<file path="src/rtl/i2c_target_pkg.sv">
// Shared types and constants for the I2C target: FSM states, bus-level ACK values,
// byte width and the majority helper used by the optional input glitch filter.
package i2c_target_pkg;

    typedef enum logic [3:0] {
        IDLE,
        ADDR,
        ACK_ADDR,
        PTR,
        ACK_PTR,
        WRITE,
        ACK_WR,
        READ,
        MACK,
        WAIT_STOP
    } state_t;

    localparam logic ACK       = 1'b0;
    localparam logic NACK      = 1'b1;
    localparam int   BYTE_BITS = 8;

    function automatic logic maj3(input logic a, input logic b, input logic c);
        return (a & b) | (a & c) | (b & c);
    endfunction

endpackage

</file>
<file path="src/rtl/i2c_target_sync.sv">
// SCL/SDA synchronizer, optional 3-sample majority filter (I2C_TARGET_GLITCH_FILTER_EN),
// and SCL edge / START / STOP detection on the cleaned-up lines.
module i2c_target_sync
    import i2c_target_pkg::*;
#(
    parameter int SYNC_STAGES = 2
) (
    input  logic i_clk,
    input  logic i_rst,
    input  logic i_scl,
    input  logic i_sda,
    output logic sda_bit,
    output logic scl_rise,
    output logic scl_fall,
    output logic start_det,
    output logic stop_det
);

`ifdef I2C_TARGET_GLITCH_FILTER_EN
    localparam int STAGES = SYNC_STAGES + 3;
`else
    localparam int STAGES = SYNC_STAGES + 1;
`endif

    logic [SYNC_STAGES-1:0] scl_sync, sda_sync;
    logic                   scl_s, sda_s, scl_q, sda_q;
    logic [STAGES:0]        vld_pipe;
    logic                   ok;

    // vld_pipe masks events until every stage holds a real post-reset sample,
    // so a reset in the middle of a transfer cannot fabricate a START.
    always_ff @(posedge i_clk) begin
        if (i_rst) begin
            scl_sync <= '1;
            sda_sync <= '1;
            vld_pipe <= '0;
        end else begin
            scl_sync <= {scl_sync[SYNC_STAGES-2:0], i_scl};
            sda_sync <= {sda_sync[SYNC_STAGES-2:0], i_sda};
            vld_pipe <= {vld_pipe[STAGES-1:0], 1'b1};
        end
    end

`ifdef I2C_TARGET_GLITCH_FILTER_EN
    logic [1:0] scl_hist, sda_hist;

    always_ff @(posedge i_clk) begin
        if (i_rst) begin
            scl_hist <= '1;
            sda_hist <= '1;
            scl_s    <= 1'b1;
            sda_s    <= 1'b1;
        end else begin
            scl_hist <= {scl_hist[0], scl_sync[SYNC_STAGES-1]};
            sda_hist <= {sda_hist[0], sda_sync[SYNC_STAGES-1]};
            scl_s    <= maj3(scl_sync[SYNC_STAGES-1], scl_hist[0], scl_hist[1]);
            sda_s    <= maj3(sda_sync[SYNC_STAGES-1], sda_hist[0], sda_hist[1]);
        end
    end
`else
    assign scl_s = scl_sync[SYNC_STAGES-1];
    assign sda_s = sda_sync[SYNC_STAGES-1];
`endif

    always_ff @(posedge i_clk) begin
        if (i_rst) begin
            scl_q <= 1'b1;
            sda_q <= 1'b1;
        end else begin
            scl_q <= scl_s;
            sda_q <= sda_s;
        end
    end

    assign ok        = vld_pipe[STAGES];
    assign sda_bit   = sda_s;
    assign scl_rise  = ok &  scl_s & ~scl_q;
    assign scl_fall  = ok & ~scl_s &  scl_q;
    assign start_det = ok &  scl_s &  scl_q &  sda_q & ~sda_s;
    assign stop_det  = ok &  scl_s &  scl_q & ~sda_q &  sda_s;

endmodule

</file>
<file path="src/rtl/i2c_target.sv">
// I2C target exposing a byte-wide register window: pointer byte, auto-incrementing
// writes and reads. Optional input glitch filter via I2C_TARGET_GLITCH_FILTER_EN.
module i2c_target
    import i2c_target_pkg::*;
#(
    parameter logic [6:0] I2C_ADDR    = 7'h42,
    parameter int         SYNC_STAGES = 2
) (
    input  logic       i_clk,
    input  logic       i_rst,
    input  logic       i_scl,
    input  logic       i_sda,
    output logic       o_sda,
    output logic       o_sda_oe,
    output logic [7:0] o_reg_addr,
    output logic [7:0] o_reg_wdata,
    output logic       o_reg_we,
    output logic       o_reg_re,
    input  logic [7:0] i_reg_rdata,
    output logic       o_busy
);

    logic       sda_bit, scl_rise, scl_fall, start_det, stop_det;
    state_t     state, state_n;
    logic [3:0] bit_cnt, bit_cnt_n;
    logic [7:0] shreg, shreg_n, byte_in, addr_n, wdata_n;
    logic       rw, rw_n, ack_on, ack_on_n, oe_n, busy_n, we_n, re_n, re_d;

    i2c_target_sync #(.SYNC_STAGES(SYNC_STAGES)) u_sync (
        .i_clk    (i_clk),
        .i_rst    (i_rst),
        .i_scl    (i_scl),
        .i_sda    (i_sda),
        .sda_bit  (sda_bit),
        .scl_rise (scl_rise),
        .scl_fall (scl_fall),
        .start_det(start_det),
        .stop_det (stop_det)
    );

    assign o_sda = 1'b0;

    always_ff @(posedge i_clk) begin
        if (i_rst) begin
            state       <= IDLE;
            bit_cnt     <= '0;
            shreg       <= '0;
            rw          <= 1'b0;
            ack_on      <= 1'b0;
            o_sda_oe    <= 1'b1;
            o_reg_addr  <= '0;
            o_reg_wdata <= '0;
            o_reg_we    <= 1'b0;
            o_reg_re    <= 1'b0;
            o_busy      <= 1'b0;
            re_d        <= 1'b0;
        end else begin
            state       <= state_n;
            bit_cnt     <= bit_cnt_n;
            shreg       <= shreg_n;
            rw          <= rw_n;
            ack_on      <= ack_on_n;
            o_sda_oe    <= oe_n;
            o_reg_addr  <= addr_n;
            o_reg_wdata <= wdata_n;
            o_reg_we    <= we_n;
            o_reg_re    <= re_n;
            o_busy      <= busy_n;
            re_d        <= o_reg_re;
        end
    end

    always_comb begin
        state_n   = state;
        bit_cnt_n = bit_cnt;
        shreg_n   = shreg;
        rw_n      = rw;
        ack_on_n  = ack_on;
        oe_n      = o_sda_oe;
        addr_n    = o_reg_addr;
        wdata_n   = o_reg_wdata;
        busy_n    = o_busy;
        we_n      = 1'b0;
        re_n      = 1'b0;
        byte_in   = {shreg[BYTE_BITS-2:0], sda_bit};

        // Pointer advances the cycle after a write strobe; read data lands
        // the cycle after the read strobe.
        if (o_reg_we) addr_n = o_reg_addr + 8'd1;
        if (re_d) shreg_n = i_reg_rdata;

        if (start_det) begin
            state_n   = ADDR;
            bit_cnt_n = '0;
            ack_on_n  = 1'b0;
            oe_n      = NACK;
        end else if (stop_det) begin
            state_n   = IDLE;
            bit_cnt_n = '0;
            ack_on_n  = 1'b0;
            oe_n      = NACK;
            busy_n    = 1'b0;
        end else begin
            case (state)
                ADDR, PTR, WRITE: if (scl_rise) begin
                    shreg_n   = byte_in;
                    bit_cnt_n = bit_cnt + 4'd1;
                    if (bit_cnt == 4'(BYTE_BITS - 1)) begin
                        bit_cnt_n = '0;
                        if (state == ADDR) begin
                            if (byte_in[7:1] == I2C_ADDR) begin
                                state_n = ACK_ADDR;
                                rw_n    = byte_in[0];
                                re_n    = byte_in[0];
                                busy_n  = 1'b1;
                            end else begin
                                state_n = IDLE;
                            end
                        end else if (state == PTR) begin
                            addr_n  = byte_in;
                            state_n = ACK_PTR;
                        end else begin
                            wdata_n = byte_in;
                            we_n    = 1'b1;
                            state_n = ACK_WR;
                        end
                    end
                end
                // First fall after the byte pulls SDA low; the following fall
                // ends the ACK slot and hands over to the data phase.
                ACK_ADDR, ACK_PTR, ACK_WR: if (scl_fall) begin
                    if (!ack_on) begin
                        oe_n     = ACK;
                        ack_on_n = 1'b1;
                    end else begin
                        ack_on_n  = 1'b0;
                        oe_n      = NACK;
                        bit_cnt_n = '0;
                        if (state == ACK_ADDR && rw) begin
                            oe_n      = shreg[BYTE_BITS-1];
                            shreg_n   = {shreg[BYTE_BITS-2:0], 1'b0};
                            bit_cnt_n = 4'd1;
                            state_n   = READ;
                        end else if (state == ACK_ADDR) begin
                            state_n = PTR;
                        end else begin
                            state_n = WRITE;
                        end
                    end
                end
                READ: if (scl_fall) begin
                    if (bit_cnt == 4'(BYTE_BITS)) begin
                        oe_n      = NACK;
                        bit_cnt_n = '0;
                        state_n   = MACK;
                    end else begin
                        oe_n      = shreg[BYTE_BITS-1];
                        shreg_n   = {shreg[BYTE_BITS-2:0], 1'b0};
                        bit_cnt_n = bit_cnt + 4'd1;
                    end
                end
                MACK: if (scl_rise) begin
                    if (sda_bit == ACK) begin
                        addr_n  = o_reg_addr + 8'd1;
                        re_n    = 1'b1;
                        state_n = READ;
                    end else begin
                        state_n = WAIT_STOP;
                    end
                end
                default: ;
            endcase
        end
    end

endmodule

</file>
<file path="config.mk">
export PLATFORM = sky130hd
export DESIGN_NAME = i2c_target
export DESIGN_NICKNAME = d
export VERILOG_FILES = /design/src/rtl/i2c_target_pkg.sv /design/src/rtl/i2c_target_sync.sv /design/src/rtl/i2c_target.sv
export SDC_FILE = /design/constraint.sdc
export NUM_CORES = 1
export LEC_CHECK = 0
export BUFFER_PORTS_ARGS = -buffer_cell sky130_fd_sc_hd__buf_2
export CAP_MARGIN = 0
export CORE_MARGIN = 4
export CORE_UTILIZATION = 50
export DETAILED_ROUTE_END_ITERATION = 10
export GPL_ROUTABILITY_DRIVEN = 0
export GPL_TIMING_DRIVEN = 0
export PLACE_DENSITY = 0.75
export SYNTH_ARGS = -nofsm -noshare
export SYNTH_HDL_FRONTEND = slang
export SYNTH_SLANG_ARGS = --single-unit
</file>
<file path="constraint.sdc">
create_clock -name i_clk -period 2.3 [get_ports i_clk]
set_clock_uncertainty 0.15 [all_clocks]
set_input_delay 0.46 -clock i_clk [delete_from_list [all_inputs] [get_ports i_clk]]
set_output_delay 0.46 -clock i_clk [all_outputs]
set_load 0.1 [all_outputs]
</file>
Word-level counts from Yosys, hierarchy flattened
Index checks and enable logic that the tools add are counted.
{"block": "word_totals", "register_bits": 49, "input_bits": 12, "out_inout_bits": 21}
{"block": "classes", "add_sub_neg": 2, "eq_ne": 25, "muxes": 66, "n_bitwise": 20, "reduce_logical": 22}
{"op": "two-way mux 8 bit", "count": 18}
{"op": "two-way mux 4 bit", "count": 15}
{"op": "inequality test 4 bit, second input constant", "count": 7}
{"op": "case mux 8 bit (3 select lines)", "count": 1}
{"op": "two-way mux 1 bit", "count": 23}
{"op": "== test 4 x 3 -> 1 bit, second input constant", "count": 5}
{"op": "case mux 4 bit (4 select lines)", "count": 1}
{"op": "case mux 8 bit (2 select lines)", "count": 1}
{"op": "AND reduction 8 bit", "count": 2}
{"op": "inequality test 2 bit, second input constant", "count": 7}
{"op": "AND reduction 7 bit", "count": 2}
{"op": "case mux 4 bit (3 select lines)", "count": 1}
{"op": "nonzero test 2 bit", "count": 6}
{"op": "inverter 1 bit", "count": 11}
{"op": "AND 1 bit", "count": 9}
{"op": "OR reduction 3 bit", "count": 3}
{"op": "adder 8 x 1 -> 8 bit, second input constant", "count": 1}
{"op": "== test 4 x 2 -> 1 bit, second input constant", "count": 2}
{"op": "== test 4 bit, second input constant", "count": 2}
{"op": "== test 7 bit, second input constant", "count": 1}
{"op": "OR reduction 7 bit", "count": 1}
{"op": "two-way mux 3 bit", "count": 2}
{"op": "AND reduction 6 bit", "count": 1}
{"op": "nonzero test 6 bit", "count": 1}
{"op": "10 further kinds", "count": 12}

Longest topological paths before layout
{"block": "depth", "word_depth": 9, "mapped_depth": 8}

By module
A second synthesis with hierarchy kept.
{"block": "unflattened", "hier_cells": 315, "hier_area_um2": 2795.2}
{"mod": "i2c_target", "n_inst": 1, "cells_per_inst": 288, "area_each_um2": 2484.9, "seq_area_each_um2": 780.7}
{"mod": "i2c_target_sync", "n_inst": 1, "cells_per_inst": 27, "area_each_um2": 310.3, "seq_area_each_um2": 200.2}

Least setup slack after synthesis
OpenSTA, ideal clock, no wires.
{"block": "synth_timing", "path_type": "register to register", "start": "reg o_reg_addr[0]", "end": "reg o_reg_addr[2]", "setup_ps": 134, "arrival_time_ps": 2311, "required_time_ps": 2016, "slack_ps": -295, "path_stages_with_launch": 7, "n_path_buf": 0, "cell_sequence": "dfxtp_1 > ha_1 > nand2_1 > xnor2_1 > a31oi_1 > a2111oi_0 > or4_1"}
{"block": "synth_between", "elab_chain_cells": 9, "elab_cells_between_ends": 11}
{"element": "start, declared", "line_no": "i2c_target.sv:15", "text": "output logic [7:0] o_reg_addr,"}
{"element": "start signal, assigned", "line_no": "i2c_target.sv:64", "text": "o_reg_addr <= addr_n;"}
{"element": "adder 8 x 1 -> 8 bit *", "line_no": "i2c_target.sv:89, i2c_target.sv:164"}
{"element": "two-way mux 8 bit", "line_no": "i2c_target.sv:89", "text": "if (o_reg_we) addr_n = o_reg_addr + 8'd1;"}
{"element": "two-way mux 8 bit", "line_no": "i2c_target.sv:119", "text": "end else if (state == PTR) begin"}
{"element": "two-way mux 8 bit", "line_no": "i2c_target.sv:110", "text": "if (state == ADDR) begin"}
{"element": "two-way mux 8 bit", "line_no": "i2c_target.sv:108", "text": "if (bit_cnt == 4'(BYTE_BITS - 1)) begin"}
{"element": "two-way mux 8 bit", "line_no": "i2c_target.sv:105", "text": "ADDR, PTR, WRITE: if (scl_rise) begin"}
{"element": "case mux 8 bit (2 select lines)", "line_no": "i2c_target.sv:104", "text": "case (state)"}
{"element": "two-way mux 8 bit", "line_no": "i2c_target.sv:97", "text": "end else if (stop_det) begin"}
{"element": "two-way mux 8 bit *", "line_no": "i2c_target.sv:92", "text": "if (start_det) begin"}
Every way passes the cells marked *; elsewhere a longest branch is shown, timed or not.
A chain may end at the register's enable or synchronous reset.

Worst setup path after layout
{"block": "layout_timing", "start": "reg state[3]", "end": "reg o_reg_addr[2]"}
{"block": "layout_between", "elab_chain_cells": 8, "elab_cells_between_ends": 12}
{"element": "start, declared", "line_no": "i2c_target.sv:24", "text": "state_t state, state_n;"}
{"element": "start signal, assigned", "line_no": "i2c_target.sv:58", "text": "state <= state_n;"}
{"element": "== test 4 x 2 -> 1 bit", "line_no": "i2c_target.sv:104, i2c_target.sv:119"}
{"element": "two-way mux 8 bit", "line_no": "i2c_target.sv:119"}
{"element": "two-way mux 8 bit", "line_no": "i2c_target.sv:110"}
{"element": "two-way mux 8 bit", "line_no": "i2c_target.sv:108"}
{"element": "two-way mux 8 bit", "line_no": "i2c_target.sv:105"}
{"element": "case mux 8 bit (2 select lines) *", "line_no": "i2c_target.sv:104"}
{"element": "two-way mux 8 bit *", "line_no": "i2c_target.sv:97"}
{"element": "two-way mux 8 bit *", "line_no": "i2c_target.sv:92"}
Marked as above.

==> results.md <==
Clocking:
- In this run the clock root is driven by a clkbuf_8.
- Counting every sink on the clock net gives 49.
- Post-CTS timing repair inserted 0 buffers for setup.
- Clock-pin slew was measured on the worst setup and hold paths at 100 ps.
- The clock latency at the later pin of the worst-skew pair is 310 ps.
- The number of clock buffers added by TritonCTS is 5.
- The H-tree was split into 2 levels.
- The longest clock path from root to sink contains 2 buffers.
- The TritonCTS clock tree is done.

Yosys:
- The per-instance average area after synthesis is 8.694 sq um.
- The number of storage elements in the synthesis netlist is 49.
- In this run, distinct cell masters in the synthesized netlist total 64.
- The synthesized netlist devotes 4.535% of its cell area to XOR and XNOR gates.
- The synthesized netlist occupies a cell area of 2704 sq um.
- The yosys synthesis warning count is 0.
- For this run, asynchronously set or reset flops after synthesis account for 0%.
- The cell count after synthesis is 311.
- The sequential area share after synthesis is 36.28%.
- By area, the combinational part of the netlist is dominated by simple AND/OR/NAND/NOR gates.
- After synthesis, the share of cell area in mux cells is 6.710%.
- Summing the areas of all compound-gate instances in the mapped netlist gives 21.84% of the synthesized area.
- In this run, synthesis inferred 0 flip-flops with an integrated enable.
- When the netlist entered floorplanning its net count stood at 326.
- The synthesized netlist devotes 24.66% of its cell area to simple gates.
- The adder-cell area share of the yosys netlist is 1.388%.
- The most used flip-flop cell after synthesis is dfxtp_1.

Power and ir drop:
- The maximum vdd drop is 321.7 uV.
- The post-layout total power is 2.246 mW.
- In this run the power density over the cells is 734.2 nW/um^2.
- Summed over all cells, the static leakage comes to 1.147 nW.

GRT:
- The first global-routing pass estimated 11.34 mm of wire.
- The initial antenna violation count is 0.
- The number of global-route vias before repair is 2,257.
- Entering global routing, the biggest net connects 19 pins.
- Summed over all layers, the global routing overflow is 0.
- In the global route stage, overall resource usage came out at 21.79%.

Run status:
- The run finished with clean final reports.

Hold path:
- Counting instances, the worst hold path has a depth of 2.
- In this run the most critical hold path is launched from i_sda.
- The tightest min-delay check is of the primary input to flop type.

Floorplanning:
- In this run the core area contains 26 standard-cell rows.
- The core region is 5172 sq um.
- From bottom edge to top edge, the die measures 81.54 microns.
- The die area is 6648 sq um.
- In this run the count of I/O pins placed on the die edge is 33.
- The die boundary width is 81.54 microns.
- The starting density of the core is 52.27%.

Worst setup path:
- The kind of start point of the critical path is a flop.
- The kind of critical path is flop to flop.
- Counting cells, the worst reg-to-reg path comes to 5.
- In this run the worst path has a maximum fanout of 8.
- Data arrives at the worst endpoint at 2220 ps.
- The endpoint required time on the critical path is 2330 ps.
- In this run the worst setup path begins at state[3].
- The startpoint of the worst-slack reg-to-reg timing path is state[3].
- STA classifies the critical path endpoint as a flop.

Route:
- The count of routing violations after the opening detailed-route iteration is 291.
- The via density per instance is 6.115.
- The final layout contains routed wiring with a total length of 6.959 mm.
- The total number of vias is 2,556.
- In this run the remaining antenna-violating nets after routing total 0.
- The pre-antenna-repair detailed-routing pass consisted of 5 iterations.
- In the final routed layout, each cell accounts on average for 16.65 microns.
- The post-route DRC violation count is 0.

STA:
- The final critical path takes up 95.21% of the cycle.
- The final max-slew violation count is 0.
- The final count of hold timing violations is 0.
- The worst slew margin relative to its limit is 61.24%.
- The shortest clock period the worst path allows after layout is 2190 ps.
- The worst-margin pin slew is 579.7 ps.
- Setup repair after global routing could not meet its margin everywhere.
- Setup slack on the critical path of the routed design comes to 110.2 ps.
- The total setup violations reported at the end of the flow is 0.
- Based on the critical path, the design can be clocked at up to 456.7 MHz.

Cells and area:
- The ratio of cells with drive above 1 in the final layout is 21.55%.
- After the last flow step, the layout net total stands at 362.
- The final-layout fill cell count is 479.
- The area overhead of the layout relative to synthesis is 13.14%.
- The repair_antennas step left the layout with diodes totalling 0.

Placed design:
- The worst-case setup slack after placement is 17.02 ps.
- Summed over all nets, the half-perimeter wirelength after detailed placement is 5.073 mm.
- The count of buffers from port buffering is 31.

Job:
- The reported max-cap violation count is 0.
==> cell families (layout without fill, tap and decap cells) <==
group / Yosys count / after routing
other: 1 / 1
adders and majority gates: 3 / 3
xor gates and xnor gates: 14 / 14
muxes: 18 / 18
DFF: 49 / 49
buffers and inverters: 26 / 63
AOI/OAI and AO/OA: 85 / 85
and+or+nand+nor: 115 / 115
==> power by group <==
| part | internal (mW) | switching (mW) | leakage, nW |
|---|---|---|---|
| registers | 0.885 | 0.0326 | 0.399 |
| logic | 0.299 | 0.477 | 0.697 |
| clock network | 0.227 | 0.324 | 0.0511 |
==> worst max-delay path, cell delays in order, from the launching register on <==
cell and delay [ps]:
dfxtp_1 390, nand2b_1 290, nor2_1 400, a21oi_1 170, and4b_1 200, or4_1 450
==> path summary, 6_finish.rpt <==
path	to	slack [ps]
max	o_reg_addr[2]	110
min	u_sync.sda_sync[0]	170
max reg2reg	o_reg_addr[2]	110
min reg2reg	u_sync.scl_sync[1]	270
==> what timing repair did <==
action	4_1_cts	5_1_grt
hold buffers	0	0
resized for setup	0	7
setup endpoints to repair	1	13
pin swaps	0	0
==> registers in the layout, summed over array words and instances, names as in the netlist <==
| signal | count |
|---|---|
| re_d | 1 |
| u_sync.sda_q | 1 |
| rw | 1 |
| o_reg_wdata | 8 |
| u_sync.scl_sync | 2 |
| shreg | 8 |
| u_sync.scl_q | 1 |
| o_sda_oe | 1 |
| o_busy | 1 |
| u_sync.sda_sync | 2 |
| u_sync.vld_pipe | 4 |
| o_reg_re | 1 |
| o_reg_we | 1 |
| state | 4 |
| o_reg_addr | 8 |
| bit_cnt | 4 |
| ack_on | 1 |
==> through the flow <==
step / instance area (sq um) / hold slack, ps / instances / setup TNS [ps] / util (%)
6_report: 3059 / 168.3 / 418 / 0 / 59.14
5_1_grt: 3059 / 160.6 / 418 / -8.154 / 59.14
4_1_cts: 3049 / 164.2 / 419 / 0 / 58.95
3_5_place_dp: 2950 / 244.0 / 412 / 0 / 57.04
3_3_place_gp: 2950 / 244.4 / 412 / 0 / 57.04
2_1_floorplan: 2708 / 239.5 / 311 / 0 / -
==> cells in the mapped netlist, drive strengths merged, types with 5 or more instances <==
| cell type | n | area share [%] |
|---|---|---|
| a21oi | 25 | 4.6 |
| a311oi | 7 | 2.3 |
| a31oi | 5 | 1.2 |
| buf | 9 | 2.1 |
| clkbuf | 12 | 1.7 |
| dfxtp | 49 | 36 |
| inv | 5 | 0.69 |
| mux2i | 17 | 6.3 |
| nand2 | 18 | 2.5 |
| nand3 | 11 | 2.0 |
| nand4 | 8 | 1.9 |
| nor2 | 24 | 3.7 |
| nor2b | 7 | 1.6 |
| nor3 | 8 | 1.7 |
| o21ai | 12 | 2.4 |
| or2 | 8 | 1.9 |
| xnor2 | 7 | 2.3 |
| xor2 | 7 | 2.3 |
==> area by class of cell <==
cell class | count | area [sq um] | area share [%]
Sequential cell | 49 | 984.7 | 32.19
Clock inverter | 3 | 33.78 | 1.104
Multi-Input combinational cell | 236 | 1614 | 52.76
Tap cell | 70 | 87.58 | 2.863
Timing Repair Buffer | 31 | 155.1 | 5.072
Inverter | 5 | 18.77 | 0.6135
Clock buffer | 5 | 68.82 | 2.249
Buffer | 19 | 96.34 | 3.149
==> layer usage <==
metal / vias to the layer above / track usage (%) / routed length, microns
met2: 116 / 34.36 / 3244
li1: 1224 / - / -
met3: 16 / 4.057 / 453
met5: - / 0 / 0
met1: 1200 / 29.64 / 3113
met4: 0 / 7.770 / 148
==> layout by cell type (no fill, tap or decap), types with 3 or more instances in the layout <==
cell	synthesis	layout
a31oi_1	5	5
inv_1	5	5
and3b_1	4	3
nor2b_1	7	5
nand2_1	18	18
buf_4	5	5
a21o_1	3	3
dfxtp_2	0	3
nand4_1	8	8
mux2i_1	17	17
clkbuf_8	0	5
a21oi_1	25	25
ha_1	3	3
o21ai_0	10	10
or2_2	8	8
nand3_1	11	11
nand3b_1	4	4
a22oi_1	3	3
and3_1	3	3
nor2_1	22	22
o21a_1	3	3
o2111ai_1	4	4
a311oi_1	7	7
buf_2	3	34
nor3_1	7	6
xnor2_1	7	7
clkbuf_1	12	9
xor2_1	7	7
o22ai_1	4	4
dfxtp_1	49	46
and4b_1	3	3
(Power assumes the default switching activity.)
